File: src/rtl/vs_seq_pkg.sv
// Shared constants and helpers for the input-conditioning (sync + debounce) blocks.
package vs_seq_pkg;

  localparam int SYNC_STAGES_MIN     = 2;
  localparam int DEBOUNCE_CYCLES_MIN = 1;

  // Counter width able to hold 0..n.
  function automatic int cnt_width(int n);
    return $clog2(n + 1);
  endfunction

endpackage

File: src/rtl/vs_sync_chain.sv
// Multi-flop synchroniser; q is the last stage of an async-reset shift chain.
module vs_sync_chain import vs_seq_pkg::*; #(
  parameter int   SYNC_STAGES = 2,
  parameter logic RESET_VALUE = 1'b0
) (
  input  logic clock,
  input  logic reset_n,
  input  logic d,
  output logic q
);

  logic [SYNC_STAGES-1:0] sr;

  always_ff @(posedge clock or negedge reset_n) begin
    if (!reset_n) sr <= {SYNC_STAGES{RESET_VALUE}};
    else          sr <= {sr[SYNC_STAGES-2:0], d};
  end

  assign q = sr[SYNC_STAGES-1];

endmodule

File: src/rtl/vs_debounce_sync.sv
// Synchronise a bouncing async input, debounce it with a counter, and emit a
// clean level plus single-cycle rise/fall pulses.
module vs_debounce_sync import vs_seq_pkg::*; #(
  parameter int   SYNC_STAGES     = 2,
  parameter int   DEBOUNCE_CYCLES = 4,
  parameter logic RESET_VALUE     = 1'b0
) (
  input  logic clock,
  input  logic reset_n,
  input  logic async_in,
  input  logic sample_en,
  output logic level_out,
  output logic rise_pulse,
  output logic fall_pulse,
  output logic busy
);

  localparam int            CW       = cnt_width(DEBOUNCE_CYCLES);
  localparam logic [CW-1:0] CNT_LAST = CW'(DEBOUNCE_CYCLES - 1);

  if (SYNC_STAGES < SYNC_STAGES_MIN) begin : g_bad_sync
    $error("vs_debounce_sync: SYNC_STAGES must be >= %0d", SYNC_STAGES_MIN);
  end
  if (DEBOUNCE_CYCLES < DEBOUNCE_CYCLES_MIN) begin : g_bad_deb
    $error("vs_debounce_sync: DEBOUNCE_CYCLES must be >= %0d", DEBOUNCE_CYCLES_MIN);
  end

  logic          sync_out;
  logic [CW-1:0] cnt, cnt_nxt;
  logic          level_nxt, rise_nxt, fall_nxt;

  vs_sync_chain #(
    .SYNC_STAGES (SYNC_STAGES),
    .RESET_VALUE (RESET_VALUE)
  ) u_sync (
    .clock   (clock),
    .reset_n (reset_n),
    .d       (async_in),
    .q       (sync_out)
  );

  // cnt==0 is STABLE, anything else is QUALIFY; a match at any time drops
  // back to STABLE so short excursions never reach the terminal count.
  always_comb begin
    cnt_nxt   = cnt;
    level_nxt = level_out;
    rise_nxt  = 1'b0;
    fall_nxt  = 1'b0;
    if (sync_out == level_out) begin
      cnt_nxt = '0;
    end else if (!sample_en) begin
      cnt_nxt = cnt;
    end else if (cnt == CNT_LAST) begin
      cnt_nxt   = '0;
      level_nxt = sync_out;
      rise_nxt  = sync_out;
      fall_nxt  = ~sync_out;
    end else begin
      cnt_nxt = cnt + CW'(1);
    end
  end

  always_ff @(posedge clock or negedge reset_n) begin
    if (!reset_n) begin
      cnt        <= '0;
      level_out  <= RESET_VALUE;
      rise_pulse <= 1'b0;
      fall_pulse <= 1'b0;
      busy       <= 1'b0;
    end else begin
      cnt        <= cnt_nxt;
      level_out  <= level_nxt;
      rise_pulse <= rise_nxt;
      fall_pulse <= fall_nxt;
      busy       <= (cnt_nxt != '0);
    end
  end

endmodule
File: config.mk
export PLATFORM = sky130hd
export DESIGN_NAME = vs_debounce_sync
export DESIGN_NICKNAME = d
export VERILOG_FILES = /design/src/rtl/vs_seq_pkg.sv /design/src/rtl/vs_sync_chain.sv /design/src/rtl/vs_debounce_sync.sv
export SDC_FILE = /design/constraint.sdc
export NUM_CORES = 1
export LEC_CHECK = 0
export ABC_CLOCK_PERIOD_IN_PS = 1400
export CAP_MARGIN = 20
export CORE_AREA = 2 2 39 41
export CTS_CLUSTER_DIAMETER = 80
export DETAILED_ROUTE_END_ITERATION = 8
export DIE_AREA = 0 0 41 43
export PLACE_DENSITY = 0.55
export SYNTH_ARGS = -nofsm -noshare
export SYNTH_HDL_FRONTEND = slang
export SYNTH_SLANG_ARGS = --single-unit
File: constraint.sdc
create_clock -name clock -period 1.4 [get_ports clock]
set_input_delay 0.28 -clock clock [delete_from_list [all_inputs] [get_ports clock]]
set_output_delay 0.28 -clock clock [all_outputs]
set_load 0.01 [all_outputs]
==> flow_summary_export.csv, run 1 <==
group,metric,value,unit
yosys,syn_inst,30,
global_route,track_usage,9.29,%
routing,detail-route-antenna-nets,0,
routing,num_vias,272,
setup_path,cp_data_arrival_time,1.49,ns
power,power_switching,228,µW
finish,fin_cells,60,
yosys,synth.area.top_cells,"dfrtp_1, nand2b_1, nor4b_1",
sta,slew_violations,0,
routing,vias_per_cell,4.53,
power,combPwrFrac,30.8,%
sta,max_freq,0.760,GHz
floorplanning,rows,14,
finish,final_util,36.9,%
yosys,netlist_area,367,µm²
sta,timing.hold.ws,0.311,ns
global_route,grt_pass1_wl,1.10,mm
sta,rsz0062_at_grt,"no",
cts,cts_buffers,3,
yosys,yosysUniqueCellTypes,16,
cts,cts_buffer_depth,2,
finish,multi_input_area,143,µm²
sta,fin_crit_sh,94.0,%
power,ir_drop,594,µV
finish,antenna_cells,0,
setup_path,cp-end-kind,"flop",
cts,clock_latency,0.26,ns
power,power.internal,546,µW
floorplanning,dieWidth,41,µm
routing,wl_per_cell,10.6,µm
setup_path,cp-start-kind,"flop",
global_route,grt_start_max_net_pins,10,
setup_path,worstRegToRegCells,4,
setup_path,cp_max_fo,3,
power,power_frac_seq,43.8,%
finish,layout-drive-gt1-share,25.0,%
yosys,synth_warnings,0,
floorplanning,dieArea,1760,µm²
sta,finalSetupViolCount,0,
power,leakagePower,0.248,nW
floorplanning,core,1380,µm²
finish,nNetsFinal,50,
cts,cts_hold_buf,0,
sta,hold_viol,0,
cts,clockRootBuffer,"clkbuf_4",
cts,cts_tree,"built",
outcome,status,"finished, final reports clean",
worst_hold_path,hold_class,"input port to async pin",
finish,nFillCells,145,
yosys,synth_area_leader_cell,"dfrtp_1",
cts,path_clk_slew,0.06,ns
routing,drc_errors,0,
routing,totalWireLength,635,µm
sta,period_minus_slack,1.32,ns
global_route,antenna_found_initial,0,
yosys,synth_nets,35,
yosys,synth_top_area_share,61.4,%
floorplanning,ioPinCount,8,
flow_run,cap_viol_max_count,0,
finish,register_area,225,µm²
setup_path,crit_required,1.57,ns
yosys,avgSynthCellArea,12.2,µm²
power,powerDensity,1520,nW/µm²
setup_path,crit_type,"flop to flop",
floorplanning,die_h,43,µm
routing,drt-initial-drc-count,8,
yosys,ys_ff_latch,9,
global_route,overflow,0,
sta,worstMarginPinSlew,0.391,ns
place,gp_congestion,0.696,
power,switching_share,29.5,%
global_route,grt_pass1_vias,268,
finish,area_growth,39.2,%
sta,skew,0.000318,ns
floorplanning,initial_utilization,26.5,%
cts,htree_levels,1,
place,dpl.cell_count,56,
cts,clkSinkCount,9,
yosys,ys_seq_area_share,61.4,%
place,port_buffers,7,
sta,slew_headroom,73.8,%
finish,final_common_cell,"dfrtp_1",
power,clock_power_share,25.4,%
routing,dr.pass1.iters,4,
place,dp.final_hpwl,500,µm
-- Yosys cell counts --
cell type  instances
nor2b_1            1
nor4_1             1
inv_2              1
nand3b_1           1
a21oi_1            2
xnor2_1            1
ha_1               1
maj3_2             1
nand3_1            1
nor2_1             2
mux2_2             1
nand2b_1           3
nor4b_1            2
nand2_1            2
a211oi_1           1
dfrtp_1            9
-- per-stage QoR --
step | total power [mW] | TNS, ns | setup WS (ns) | instance area, µm²
2_1_floorplan | 0.475 | 0 | 0.0877 | 367
3_3_place_gp | 0.579 | -0.0169 | -0.0169 | 479
3_5_place_dp | 0.588 | 0 | 0.0100 | 479
4_1_cts | 0.791 | 0 | 0.00750 | 508
5_1_grt | 0.830 | 0 | 0.00837 | 510
6_report | 0.774 | 0 | 0.0843 | 510
-- critical path, cell delays in order, from the launching register on --
cell      delay (ns)
dfrtp_1         0.39
ha_1            0.30
nor2b_1         0.05
maj3_2          0.31
a211oi_2        0.18
-- cells by family (layout without fill, tap and decap cells) --
logic type	Yosys count	after routing	share of synthesized area [%]
xor+xnor	1	1	2.39
fa+ha+maj	2	2	6.48
mux	1	1	3.07
compound gates	3	3	4.78
buf+inv	1	15	1.02
flops	9	9	61.4
simple gates	13	13	20.8
-- final timing paths --
check	slack, ns	end	start
max in group asynchronous	0.81	cnt[1]	reset_n
worst min-delay path	0.31	u_sync.sr[0]	reset_n
worst min register to register	0.36	u_sync.sr[1]	u_sync.sr[0]
worst max register to register	0.08	busy	cnt[1]
min in group clock	0.36	u_sync.sr[1]	u_sync.sr[0]
worst max-delay path	0.08	busy	cnt[1]
-- flip-flops by register name, summed over array words and instances (netlist names) --
| register | flops |
|---|---|
| level_out | 1 |
| busy | 1 |
| u_sync.sr | 2 |
| cnt | 3 |
| rise_pulse | 1 |
| fall_pulse | 1 |
-- what timing repair did --
action | 4_1_cts | 5_1_grt
gates resized for setup | 4 | 1
setup endpoints to repair | 4 | 2
buffers inserted | 0 | 0
pin swaps | 0 | 1
hold endpoints to repair | 0 | 0
-- cell type report --
| class | instances | area share (%) |
|---|---|---|
| multi-input combinational | 20 | 27.9 |
| timing repair buffer | 10 | 17.9 |
| sequential | 9 | 44.1 |
| tap | 16 | 3.92 |
| inverter | 1 | 0.735 |
| clock inverter | 1 | 0.980 |
| clock buffer | 3 | 4.41 |
-- routing by layer --
layer	up-vias	GRT usage (%)	share of wire, %
met1	129	12.5	49
met5	-	0	0
met4	0	6.00	0
met2	10	13.1	46
li1	133	-	-
met3	0	1.57	5.0
-- power by group through the flow --
| stage | clock [mW] | sequential (mW) | combinational (mW) |
|---|---|---|---|
| 2_1_floorplan | 0 | 0.359 | 0.115 |
| 3_3_place_gp | 0 | 0.343 | 0.235 |
| 3_5_place_dp | 0 | 0.346 | 0.242 |
| 4_1_cts | 0.205 | 0.341 | 0.245 |
| 5_1_grt | 0.220 | 0.347 | 0.264 |
| 6_report | 0.196 | 0.339 | 0.238 |
Power figures use the tool's default switching activity.
==> run 2, diff against run 1 <==
--- a/config.mk
+++ b/config.mk
@@ -5,13 +5,13 @@
 export SDC_FILE = /design/constraint.sdc
 export NUM_CORES = 1
 export LEC_CHECK = 0
-export ABC_CLOCK_PERIOD_IN_PS = 1400
+export ABC_CLOCK_PERIOD_IN_PS = 1600
 export CAP_MARGIN = 20
 export CORE_AREA = 2 2 39 41
 export CTS_CLUSTER_DIAMETER = 80
 export DETAILED_ROUTE_END_ITERATION = 8
 export DIE_AREA = 0 0 41 43
-export PLACE_DENSITY = 0.55
+export PLACE_DENSITY = 0.54
 export SYNTH_ARGS = -nofsm -noshare
 export SYNTH_HDL_FRONTEND = slang
 export SYNTH_SLANG_ARGS = --single-unit
==> constraint.sdc (replaced) <==
create_clock -name clock -period 1.6 [get_ports clock]
set_input_delay 0.32 -clock clock [delete_from_list [all_inputs] [get_ports clock]]
set_output_delay 0.32 -clock clock [all_outputs]
set_load 0.01 [all_outputs]
==> flow_summary_export.csv, run 2 (synthesis gave the netlist of run 1 again) <==
group,metric,value,unit
outcome,status,"finished, final reports clean",
routing,wl_per_cell,11.4,µm
setup_path,cp.buffers_inverters,1,
global_route,track_usage,9.94,%
finish,top_register,"cnt",
sta,finalSetupViolCount,0,
routing,dr.pass1.iters,4,
global_route,grt_pass1_wl,1.07,mm
routing,drc_errors,0,
setup_path,crit_type,"flop to output port",
power,leakagePower,0.214,nW
setup_path,cp_max_fo,2,
setup_path,critPathTopFamily,"buffers and inverters",
cts,cts_resized,0,
routing,drt-initial-drc-count,7,
flow_run,cap_viol_max_count,0,
routing,num_vias,277,
cts,clock_latency,0.26,ns
setup_path,worstRegToRegCells,4,
finish,antenna_cells,0,
setup_path,cp_num_cells,1,
sta,fin_crit_sh,90.4,%
cts,cts_tree,"built",
floorplanning,initial_utilization,26.5,%
sta,tns,0,ns
finish,final_cell_mix,"dfrtp_1, clkdlybuf4s50_1, nand2b_1, clkbuf_4",
setup_path,cpPeakStageDelay,0.53,ns
finish,final_util,36.0,%
setup_path,crit_required,1.28,ns
cts,cts_buffers,3,
finish,largest_reg_flops,3,
finish,area_growth,35.8,%
cts,path_clk_slew,0.07,ns
setup_path,cp-end-kind,"output port",
finish,reg.largest.list,"cnt (3), u_sync.sr (2)",
finish,fin_cells,59,
finish,nFillCells,145,
cts,cts_hold_buf,0,
cts,htree_levels,1,
finish,layout-drive-gt1-share,18.6,%
floorplanning,die_h,43,µm
finish,final_common_cell,"dfrtp_1",
cts,cts_buffer_depth,2,
routing,totalWireLength,675,µm
place,dp.final_hpwl,495,µm
place,port_buffers,7,
floorplanning,rows,14,
place,dpl.cell_count,54,
place,gp_congestion,0.676,
finish,multi_input_area,138,µm²
sta,skew,0.00637,ns
global_route,antenna_found_initial,0,
power,powerDensity,1390,nW/µm²
finish,register_area,225,µm²
floorplanning,core,1380,µm²
global_route,grt_start_max_net_pins,10,
cts,clkSinkCount,9,
setup_path,cp-start-kind,"flop",
setup_path,cp_data_arrival_time,1.13,ns
floorplanning,ioPinCount,8,
sta,slew_headroom,72.2,%
global_route,grt_pass1_vias,252,
floorplanning,dieWidth,41,µm
cts,clockRootBuffer,"clkbuf_4",
finish,nNetsFinal,49,
sta,slew_violations,0,
sta,rsz0062_at_grt,"no",
floorplanning,dieArea,1760,µm²
sta,worstMarginPinSlew,0.416,ns
worst_hold_path,hold_class,"input port to async pin",
setup_path,worstPathCellList,"clkdlybuf4s50_1",
setup_path,worst_path_max_delay_cell,"clkdlybuf4s50_1",
global_route,overflow,0,
routing,vias_per_cell,4.69,
routing,detail-route-antenna-nets,0,
sta,period_minus_slack,1.45,ns
sta,max_freq,0.692,GHz
power,ir_drop,444,µV
sta,hold_viol,0,
==> run 2: power breakdown <==
part | total (mW) | switching [mW] | internal [mW]
clock | 0.179 | 0.0825 | 0.0962
combinational | 0.215 | 0.0922 | 0.123
sequential | 0.297 | 0.0272 | 0.269
==> run 2: worst reg2reg max path: stages (launching register included) <==
cell and delay [ns]:
dfrtp_1 0.42, ha_1 0.32, nor2b_1 0.05, maj3_2 0.30
a211oi_1 0.23
==> run 2: repair_timing <==
action                     CTS  global route
buffers inserted             0             1
hold endpoints to repair     0             0
setup endpoints to repair    0             1
==> run 2: layer usage <==
metal  part of all wire, %  vias up  track usage (%)  wire, µm
li1                      -      133                -         -
met1                    44      134             10.6       299
met2                    49       10             13.1       329
met3                   6.8        0             6.28        46
met4                     0        0             8.00         0
met5                     0        -                0         0
==> run 2: final timing paths <==
kind                           endpoint  slack [ns]          from
setup / recovery              level_out        0.15     level_out
hold reg to reg            u_sync.sr[1]        0.36  u_sync.sr[0]
hold / removal               rise_pulse        0.36       reset_n
max in group asynchronous  u_sync.sr[0]        0.95       reset_n
min in group clock         u_sync.sr[1]        0.36  u_sync.sr[0]
setup reg to reg                   busy        0.19        cnt[0]
==> run 2: area by class of cell <==
class | instances | share of cell area (%)
Sequential cell | 9 | 45.2
Inverter | 1 | 0.754
Multi-Input combinational cell | 20 | 27.6
Clock buffer | 4 | 5.28
Tap cell | 16 | 4.02
Timing Repair Buffer | 9 | 17.1
==> run 2: metrics by stage <==
step,cell area [µm²],setup WS [ns],power [mW],hold WS (ns)
2_1_floorplan,367,0.288,0.415,0.0244
3_3_place_gp,464,0.150,0.489,0.339
3_5_place_dp,464,0.135,0.502,0.341
4_1_cts,490,0.0306,0.686,0.355
5_1_grt,498,0.110,0.733,0.364
6_report,498,0.154,0.690,0.355
